## config.mk

```make
export PLATFORM = sky130hd
export DESIGN_NAME = clk_div_bank
export DESIGN_NICKNAME = d
export VERILOG_FILES = /design/src/rtl/clk_div_bank.sv
export SDC_FILE = /design/constraint.sdc
export NUM_CORES = 1
export LEC_CHECK = 0
export ABC_CLOCK_PERIOD_IN_PS = 5260
export CORE_ASPECT_RATIO = 1.4
export CORE_UTILIZATION = 60
export DETAILED_ROUTE_END_ITERATION = 10
export DONT_BUFFER_PORTS = 1
export HOLD_SLACK_MARGIN = 0.05
export PLACE_DENSITY_LB_ADDON = 0.2
export SLEW_MARGIN = 20
export SYNTH_ARGS = -nofsm -noshare
export SYNTH_HDL_FRONTEND = slang
export SYNTH_SLANG_ARGS = --single-unit
```

## constraint.sdc

```tcl
create_clock -name clkin -period 5.26 [get_ports clkin]
set_clock_uncertainty 0.2 [all_clocks]
set_input_delay 0.526 -clock clkin [delete_from_list [all_inputs] [get_ports clkin]]
set_output_delay 0.526 -clock clkin [all_outputs]
set_load 0.03 [all_outputs]
```

## src/rtl/clk_div_bank.sv

```systemverilog
// Multi-channel run-time programmable clock divider; each channel emits a 50% clock and a rise tick.
// Optional feature macro: CLKDIV_SYNC_EN adds a sync input that phase-aligns every channel at once.
module clk_div_bank #(
    parameter int          NCH      = 4,
    parameter int          WIDTH    = 32,
    parameter int unsigned INIT_DIV = 0,
    localparam int         CHW      = (NCH > 1) ? $clog2(NCH) : 1
) (
    input  logic             clkin,
    input  logic             rstn,
    input  logic             cfg_we,
    input  logic [CHW-1:0]   cfg_ch,
    input  logic [WIDTH-1:0] cfg_div,
`ifdef CLKDIV_SYNC_EN
    input  logic             sync,
`endif
    output logic [NCH-1:0]   cfg_pending,
    output logic [NCH-1:0]   clkout,
    output logic [NCH-1:0]   tick
);

    logic [WIDTH-1:0] cnt     [NCH];
    logic [WIDTH-1:0] active  [NCH];
    logic [WIDTH-1:0] pending [NCH];
    logic [NCH-1:0]   hit;

    // Out-of-range channel numbers match no bit and are therefore ignored.
    always_comb begin
        hit = '0;
        if (cfg_we) begin
            for (int i = 0; i < NCH; i++) begin
                hit[i] = (cfg_ch == CHW'(i));
            end
        end
    end

    always_ff @(posedge clkin or negedge rstn) begin
        if (!rstn) begin
            for (int i = 0; i < NCH; i++) begin
                cnt[i]     <= '0;
                active[i]  <= WIDTH'(INIT_DIV);
                pending[i] <= WIDTH'(INIT_DIV);
            end
            clkout      <= '0;
            tick        <= '0;
            cfg_pending <= '0;
        end else begin
            for (int i = 0; i < NCH; i++) begin
                tick[i] <= 1'b0;
`ifdef CLKDIV_SYNC_EN
                if (sync) begin
                    active[i]      <= hit[i] ? cfg_div : pending[i];
                    cnt[i]         <= '0;
                    clkout[i]      <= 1'b0;
                    cfg_pending[i] <= 1'b0;
                    if (hit[i]) begin
                        pending[i] <= cfg_div;
                    end
                end else
`endif
                begin
                    if (active[i] == '0) begin
                        cnt[i]    <= '0;
                        clkout[i] <= 1'b0;
                        if (cfg_pending[i]) begin
                            active[i]      <= pending[i];
                            cfg_pending[i] <= 1'b0;
                        end
                    end else if (cnt[i] == active[i] - 1'b1) begin
                        cnt[i] <= '0;
                        if (clkout[i]) begin
                            // Falling boundary: the only point a new ratio may take over.
                            clkout[i] <= 1'b0;
                            if (cfg_pending[i]) begin
                                active[i]      <= pending[i];
                                cfg_pending[i] <= 1'b0;
                            end
                        end else begin
                            clkout[i] <= 1'b1;
                            tick[i]   <= 1'b1;
                        end
                    end else begin
                        cnt[i] <= cnt[i] + 1'b1;
                    end
                    // Placed after the apply so a same-cycle write stays pending.
                    if (hit[i]) begin
                        pending[i]     <= cfg_div;
                        cfg_pending[i] <= 1'b1;
                    end
                end
            end
        end
    end

endmodule

```

# Word level (Yosys, flattened, before mapping)
# Cells that the tools add are included.
dict set report totals {
  ff_bits 396
  ramBits 0
  elab_cells 126
  inputBits 37
  out_inout_bits 12
  n_memories 0
  latchBits 0
  romBits 0
}
dict set report classes {
  shifts 0
  n_reduce_logical 29
  multipliers 0
  eq_ne 7
  n_mux 61
  n_lt_le_gt_ge 0
  add_sub_neg 8
  bitwise_logic 0
  div 0
}
# op n
set ops {}
lappend ops {{$mux W32} 24}
lappend ops {{$add A32 B1 Y32 const B} 4}
lappend ops {{$eq A32 B32 Y1} 4}
lappend ops {{$logic_not A32 Y1} 4}
lappend ops {{$sub A32 B1 Y32 const B} 4}
lappend ops {{$mux W1} 36}
lappend ops {{$reduce_bool A3 Y1} 8}
lappend ops {{$reduce_and A2 Y1} 8}
lappend ops {{$reduce_bool A2 Y1} 8}
lappend ops {{$eq A2 B2 Y1 const B} 2}
lappend ops {{$mux W4} 1}
lappend ops {{$eq A2 B1 Y1 const B} 1}
lappend ops {{$logic_not A2 Y1} 1}

# Longest topological paths before layout
# Gate-level depths: netlist of the first run.
dict set report depth {
  word_depth 5
  depth_mapped 15
  mapped_depth_nobuf 11
}

# Worst setup path before layout of the first run
# No wires, ideal clock.
dict set report synth_path {
  path_type {register to register}
  startpoint {reg active[0] (netlist bit)}
  endpoint {reg active[10] (netlist bit)}
  required_time_ns 4.935
  period_less_slack_ns 4.015
  arrival_time_ns 3.690
  stages_incl_launch_ff 13
  path_buffers 2
  path_slack_ns 1.245
  cell_sequence {dfrtp_1 inv_1 ha_1 nor2b_1 clkbuf_1 nand4_1 or4_1 a21oi_1 nand3_1 or4_1 o41ai_4 buf_2 mux2_2}
}
dict set report synth_between {
  elab_chain_len 4
}
# item line_no
set synth_lines {}
lappend synth_lines {{from (decl)} 23} ;# logic [WIDTH-1:0] active [NCH];
lappend synth_lines {{from (signal, indexed assignment)} 41} ;# active[i] <= WIDTH'(INIT_DIV);
lappend synth_lines {{from (signal, indexed assignment)} 66} ;# active[i] <= pending[i];
lappend synth_lines {{from (signal, indexed assignment)} 75} ;# active[i] <= pending[i];
lappend synth_lines {{$sub A32 B1 Y32} 69} ;# end else if (cnt[i] == active[i] - 1'b1) begin
lappend synth_lines {{$eq A32 B32 Y1} 69}
lappend synth_lines {{$reduce_bool A2 Y1 (no source line)} --}
lappend synth_lines {{$reduce_and A2 Y1 (no source line)} --}
# Several ways; a longest one is shown, not always the timed one.
# A chain may end at the register's enable or synchronous reset.

# Final worst setup path of the first run
dict set report layout_path {
  startpoint {reg active[64] (netlist bit)}
  endpoint {reg active[69] (netlist bit)}
}
# The elaborated chain is that of the path after synthesis.

==> results.py, run 1 <==
metrics = {
    "outcome": {
        "status": "finished with violations",
        "failed_checks": "hold timing",
    },
    "die": {
        "die_area_um2": 36100,
        "chipHeight_um": 224,
        "placementRows": 81,
        "core_area_um2": 34900,
        "initial_core_util": 0.608,
        "dieWidth_um": 161,
        "io_pins": 49,
    },
    "sta": {
        "relSlewSlack": 0.314,
        "tightest_slew_ns": 1.03,
        "fin_crit_ns": 4.67,
        "hold_viol_final": 396,
        "worst_slack_ns": 0.590,
        "post-route-period-util": 0.888,
        "finalSetupTns_ns": 0,
        "fmax_mhz": 214,
        "fin_hold_ws_ns": -0.514,
        "drv_slew": 0,
        "setup_viol": 0,
        "rsz0062_at_grt": "false",
    },
    "power": {
        "p_leak_nw": 10.3,
        "combPwrFrac": 0.402,
        "clockPowerShare": 0.222,
        "power_density_nw_per_um2": 565,
        "power.share.sequential": 0.377,
        "cellInternalPower_w": 0.00799,
        "power_switching_share": 0.393,
        "irDropWorstVdd_mv": 0.362,
        "switching_power_w": 0.00517,
    },
    "yosys": {
        "synth_area_um2": 21200,
        "synth-warning-count": 0,
        "avgSynthCellArea_um2": 10.4,
        "synth.distinct_cells": 78,
        "syn-num-nets": 2082,
        "syn_inst": 2037,
        "synthFlopType": "dfrtp_1",
        "synthTopCellsByArea": "dfrtp_1 47%, mux2_2 10%, xor2_1 5.9%",
        "synth_top_area_share": 0.467,
        "ys_ff_latch": 396,
        "async_reset_ff_frac": 1.00,
        "synth_top_area_cell": "dfrtp_1",
        "yosysSeqAreaShare": 0.467,
        "synth_edf_count": 0,
    },
    "grt": {
        "antenna_found_initial": 7,
        "grtUsageTotal": 0.289,
        "overflow": 0,
        "grt_max_degree": 397,
        "grt_pass1_vias": 15100,
        "grt_first_pass_wirelength_mm": 82.3,
    },
    "critical_path": {
        "path_cells": "inv_1, ha_1, nor4b_2, nand4_1, or2_1, o31a_1, or4_1, or4_4, nor4_4, a31oi_4, buf_16, mux2_4",
        "critical_path_class": "reg -> reg",
        "cp-start-kind": "register",
        "slowest_stage": "or4_4",
        "crit_family": "simple AND/OR/NAND/NOR gates",
        "cp-end-kind": "register",
        "critPathRequiredTime_ns": 5.48,
        "cp_max_fo": 15,
        "arrival_ns": 4.89,
        "critPathBufInv": 2,
        "cpPeakStageDelay_ns": 0.54,
    },
    "place": {
        "hpwl_mm": 35.5,
        "pre_cts_ws_ns": 0.616,
        "port_buffers": 0,
        "gp_congestion": 0.911,
    },
    "route": {
        "dr.pass1.iters": 5,
        "detail-route-antenna-nets": 0,
        "routed_via_density": 6.09,
        "drcViolationCount": 0,
        "wl_per_cell_um": 20.1,
        "vias": 15400,
        "drt_iter0_drc": 1178,
        "routed_wirelength_mm": 51.0,
    },
    "layout": {
        "layout_commonest_cell": "dfrtp_1",
        "multi_input_area_um2": 10800,
        "fin_nets": 2090,
        "n_fill_cell": 2725,
        "layout_common_cells": "396 x dfrtp_1, 225 x nor2_1, 188 x mux2_2, 144 x xor2_1, 134 x xnor2_1",
        "regArea_um2": 9910,
        "final_layout_size_suffix_gt1_frac": 0.158,
        "area_growth_syn_to_layout_pct": 9.78,
    },
    "cts": {
        "clk_pin_slew_ns": 0.06,
        "cts_tree": "done",
        "cts.path.max_buffers": 3,
        "post_cts_buffers": 0,
        "cts-buffers-inserted": 39,
        "postCtsHoldBufs": 32,
        "cts_resized": 0,
        "htree_levels": 2,
        "clock_latency_ns": 0.54,
        "clock-sinks": 396,
        "cts-root-buf": "clkbuf_16",
    },
    "flow_run": {
        "maxCapViolCount": 0,
    },
    "worst_hold_path": {
        "hp-class": "in -> async",
    },
}
-- state kept, by name, summed over array words and instances (netlist names) --
name and count:
active 128, cfg_pending 4, clkout 4, cnt 128, pending 128, tick 4
-- cells in the mapped netlist, types with 7 or more instances --
library cell and number:
dfrtp_1 396, nor2_1 225, mux2_2 188, xor2_1 144, xnor2_1 134, nand2_1 123
nand3_1 91, clkbuf_1 67, o21ai_0 60, nor3_1 57, nor4_1 55, inv_1 47
and3_1 38, nand4_1 37, or4_1 30, mux2_4 24, a21oi_1 20, nand3b_1 17
or3_1 17, nor2b_1 16, o31ai_1 15, mux2i_1 14, nand2b_1 13, o211ai_1 12
a22o_1 11, buf_2 11, nor3b_1 11, a31oi_1 10, and4_1 9, mux2_1 9
nand4b_1 9, and2_1 8, ha_1 8, nor4b_1 8, a211oi_1 7, or2_2 7
-- worst register-to-register path: stages (launching register included) --
cell	delay (ns)
dfrtp_1	0.44
inv_1	0.08
ha_1	0.20
nor4b_2	0.39
nand4_1	0.34
or2_1	0.36
o31a_1	0.25
or4_1	0.42
or4_4	0.54
nor4_4	0.38
a31oi_4	0.34
buf_16	0.29
mux2_4	0.31
-- layer usage --
| metal | global-route usage | routed length [µm] |
|---|---|---|
| met1 | 0.384 | 22200 |
| met4 | 0.108 | 1920 |
| met3 | 0.0334 | 1750 |
| met2 | 0.488 | 25100 |
| met5 | 0 | 14 |
-- power by group through the flow --
stage | Combinational [W] | Sequential, W | Clock [W]
final | 0.00529 | 0.00495 | 0.00292
after CTS | 0.00525 | 0.00493 | 0.00297
after detailed placement | 0.00516 | 0.00498 | 0
after global placement | 0.00504 | 0.00493 | 0
after global routing | 0.00584 | 0.00509 | 0.00308
after floorplan | 0.00439 | 0.00444 | 0
-- final timing paths --
path,from,endpoint,slack (ns),cells after the start
min,rstn,cnt[66]$_DFF_PN0_,-0.51,0
max reg2reg,active[64]$_DFFE_PN0P_,active[69]$_DFFE_PN0P_,0.59,12
min reg2reg,pending[54]$_DFFE_PN0P_,active[54]$_DFFE_PN0P_,0.29,1
min in group clkin,cfg_ch[1],cfg_pending[2]$_DFFE_PN0P_,0.26,3
max in group asynchronous,rstn,active[4]$_DFFE_PN0P_,4.53,0
max,active[64]$_DFFE_PN0P_,active[69]$_DFFE_PN0P_,0.59,12
-- final cells by class --
| cell class | count | area share |
|---|---|---|
| multi-input cells | 1507 | 0.462 |
| flip-flops and latches | 396 | 0.426 |
| clock buffers | 55 | 0.0506 |
| clock inverters | 15 | 0.00742 |
| diodes | 1 | 0.000107 |
| repair buffers | 54 | 0.0217 |
| well taps | 456 | 0.0245 |
| inverters | 47 | 0.00758 |
-- cell families (layout without fill, tap and decap cells) --
family,count (synthesis),in the layout,synth area share
mux,235,235,0.128
other cells,0,1,0
buf+inv,134,171,0.0258
fa+ha+maj,8,8,0.00472
xor+xnor,278,278,0.115
simple gates,793,793,0.196
compound gates,193,193,0.0635
flops,396,396,0.467
-- stage by stage --
step	area, µm²	instances	util	power (W)
after floorplan	21200	2037	-	0.00883
after global routing	23300	2530	0.668	0.0140
after global placement	21600	2427	0.619	0.00997
after detailed placement	21600	2428	0.620	0.0101
final	23300	2531	0.668	0.0132
after CTS	23300	2530	0.668	0.0131
No activity file was read; power rests on OpenSTA's default activity.
==> run 2: changes to the inputs <==
Settings changed: REMOVE_ABC_BUFFERS from default to 1, TNS_END_PERCENT from default to 10.
==> run 2 against run 1 <==
Compared with the run above: the flow still finishes with violations (hold timing); maximum frequency increased by 2.0%; utilization decreased by 0.36 points; critical path depth decreased by 2; sequential share of layout area increased by 0.23 points; sequential cell count unchanged; via count increased by 0.66%; power decreased by 1.1%; hold slack got worse by 0.00083 ns; cell count unchanged; first-iteration DRC count decreased by 5.3%; combinational power decreased by 0.8%.
==> results.py, run 2 (synthesized netlist as in run 1, its figures left out) <==
metrics = {
    "critical_path": {
        "critical_path_class": "reg -> reg",
        "critPathRequiredTime_ns": 5.48,
        "r2r_start": "active[68]$_DFFE_PN0P_",
        "cp-start-kind": "register",
        "arrival_ns": 4.80,
        "cp_max_fo": 32,
        "cp-end-kind": "register",
        "startpoint": "active[68]$_DFFE_PN0P_",
    },
    "die": {
        "dieWidth_um": 161,
        "chipHeight_um": 224,
        "die_area_um2": 36100,
        "core_area_um2": 34900,
        "io_pins": 49,
        "initial_core_util": 0.608,
        "placementRows": 81,
    },
    "cts": {
        "htree_levels": 2,
        "clk_pin_slew_ns": 0.07,
        "postCtsHoldBufs": 32,
        "cts-root-buf": "clkbuf_16",
        "cts_tree": "done",
        "clock-sinks": 396,
        "clock_latency_ns": 0.54,
        "cts.path.max_buffers": 3,
        "cts-buffers-inserted": 39,
    },
    "worst_hold_path": {
        "hp-class": "in -> async",
    },
    "layout": {
        "fin_util": 0.664,
        "layout_common_cells": "396 x dfrtp_1, 225 x nor2_1, 188 x mux2_2, 144 x xor2_1, 134 x xnor2_1",
        "layout_commonest_cell": "dfrtp_1",
        "final_layout_size_suffix_gt1_frac": 0.155,
        "area_growth_syn_to_layout_pct": 9.19,
        "largestRegisters": "active: 128 flops, cnt: 128 flops, pending: 128 flops",
        "fin_nets": 2089,
    },
    "flow_run": {
        "maxCapViolCount": 0,
    },
    "grt": {
        "grt_first_pass_wirelength_mm": 83.8,
        "grt_max_degree": 397,
        "overflow": 0,
        "grt_pass1_vias": 15600,
        "grtUsageTotal": 0.295,
        "antenna_found_initial": 10,
    },
    "sta": {
        "fmax_mhz": 219,
        "setup_viol": 0,
        "drv_slew": 0,
        "rsz0062_at_grt": "false",
        "post-route-period-util": 0.870,
        "hold_viol_final": 396,
        "relSlewSlack": 0.107,
        "finalSetupTns_ns": 0,
        "tightest_slew_ns": 1.34,
        "fin_crit_ns": 4.58,
        "fin_hold_ws_ns": -0.515,
    },
    "place": {
        "port_buffers": 0,
        "hpwl_mm": 36.3,
        "gp_congestion": 0.934,
    },
    "outcome": {
        "status": "finished with violations",
        "failed_checks": "hold timing",
    },
    "power": {
        "power.total_w": 0.0130,
        "irDropWorstVdd_mv": 0.451,
        "power_density_nw_per_um2": 562,
        "p_leak_nw": 10.2,
    },
    "route": {
        "routed_via_density": 6.13,
        "vias": 15500,
        "drcViolationCount": 0,
        "wl_per_cell_um": 20.5,
        "drt_iter0_drc": 1116,
        "dr.pass1.iters": 5,
        "routed_wirelength_mm": 51.9,
        "detail-route-antenna-nets": 0,
    },
}
## run 2: cell count changes in the layout (fill, tap and decap cells not counted), moves of 2 or more
| cell | delta |
|---|---|
| bufinv_16 | -2 |
| clkbuf_1 | +4 |
| clkinv_2 | +3 |
| clkbuf_8 | -3 |
| diode_2 | +2 |
| clkinv_4 | -3 |
## run 2: repair_timing
action                    4_1_cts  5_1_grt
gates resized for setup         0        0
setup buffers                   0        0
hold endpoints to repair      524      396
## run 2: final timing paths
check                           cells past startpoint                         end  slack, ns
worst max-delay path                               10      active[76]$_DFFE_PN0P_       0.68
worst min-delay path                                0           cnt[88]$_DFF_PN0_      -0.52
worst max register to register                     10      active[76]$_DFFE_PN0P_       0.68
worst min register to register                      1      active[21]$_DFFE_PN0P_       0.29
max in group asynchronous                           0          cnt[127]$_DFF_PN0_       4.30
min in group clkin                                  3  cfg_pending[3]$_DFFE_PN0P_       0.27
## run 2: power breakdown
part | internal, W | switching, W
logic | 0.00246 | 0.00279
clock network | 0.00158 | 0.00119
registers | 0.00379 | 0.00120
total | 0.00783 | 0.00518
## run 2: routing by layer
metal  track usage  wire length [µm]  vias to the layer above  part of all wire
li1              -                 -                     7260                 -
met1         0.358             20700                     7708              0.40
met2         0.511             26200                      359              0.51
met3        0.0551              2630                      164             0.051
met4         0.131              2280                       14             0.044
met5             0                91                        -            0.0018
## run 2: layout make-up
type | count | area (µm²)
clock inverter | 13 | 103
sequential | 396 | 9910
antenna | 3 | 7.51
clock buffer | 56 | 1150
fill | 2738 | 11700
multi-input combinational | 1507 | 10800
inverter | 47 | 176
tap | 456 | 571
timing repair buffer | 53 | 478
## run 2: worst max-delay path: stages (launching register included)
cell and delay (ns):
dfrtp_1 0.48, nor4_1 0.61, nand4_1 0.42, or2_1 0.37
o31a_1 0.25, or4_1 0.42, or4_4 0.54, nor4_4 0.35
a31oi_4 0.11, buf_4 0.32, mux2_4 0.36
## run 2: through the flow
| stage | cells | instance area, µm² | worst slack (ns) | hold WS, ns |
|---|---|---|---|---|
| 2_1_floorplan | 1950 | 20800 | 0.429 | 0.0304 |
| 3_3_place_gp | 2427 | 21600 | 0.814 | 0.0455 |
| 3_5_place_dp | 2427 | 21600 | 0.710 | 0.0474 |
| 4_1_cts | 2528 | 23200 | 0.699 | -0.530 |
| 5_1_grt | 2531 | 23200 | 0.427 | -0.536 |
| 6_report | 2531 | 23200 | 0.683 | -0.515 |
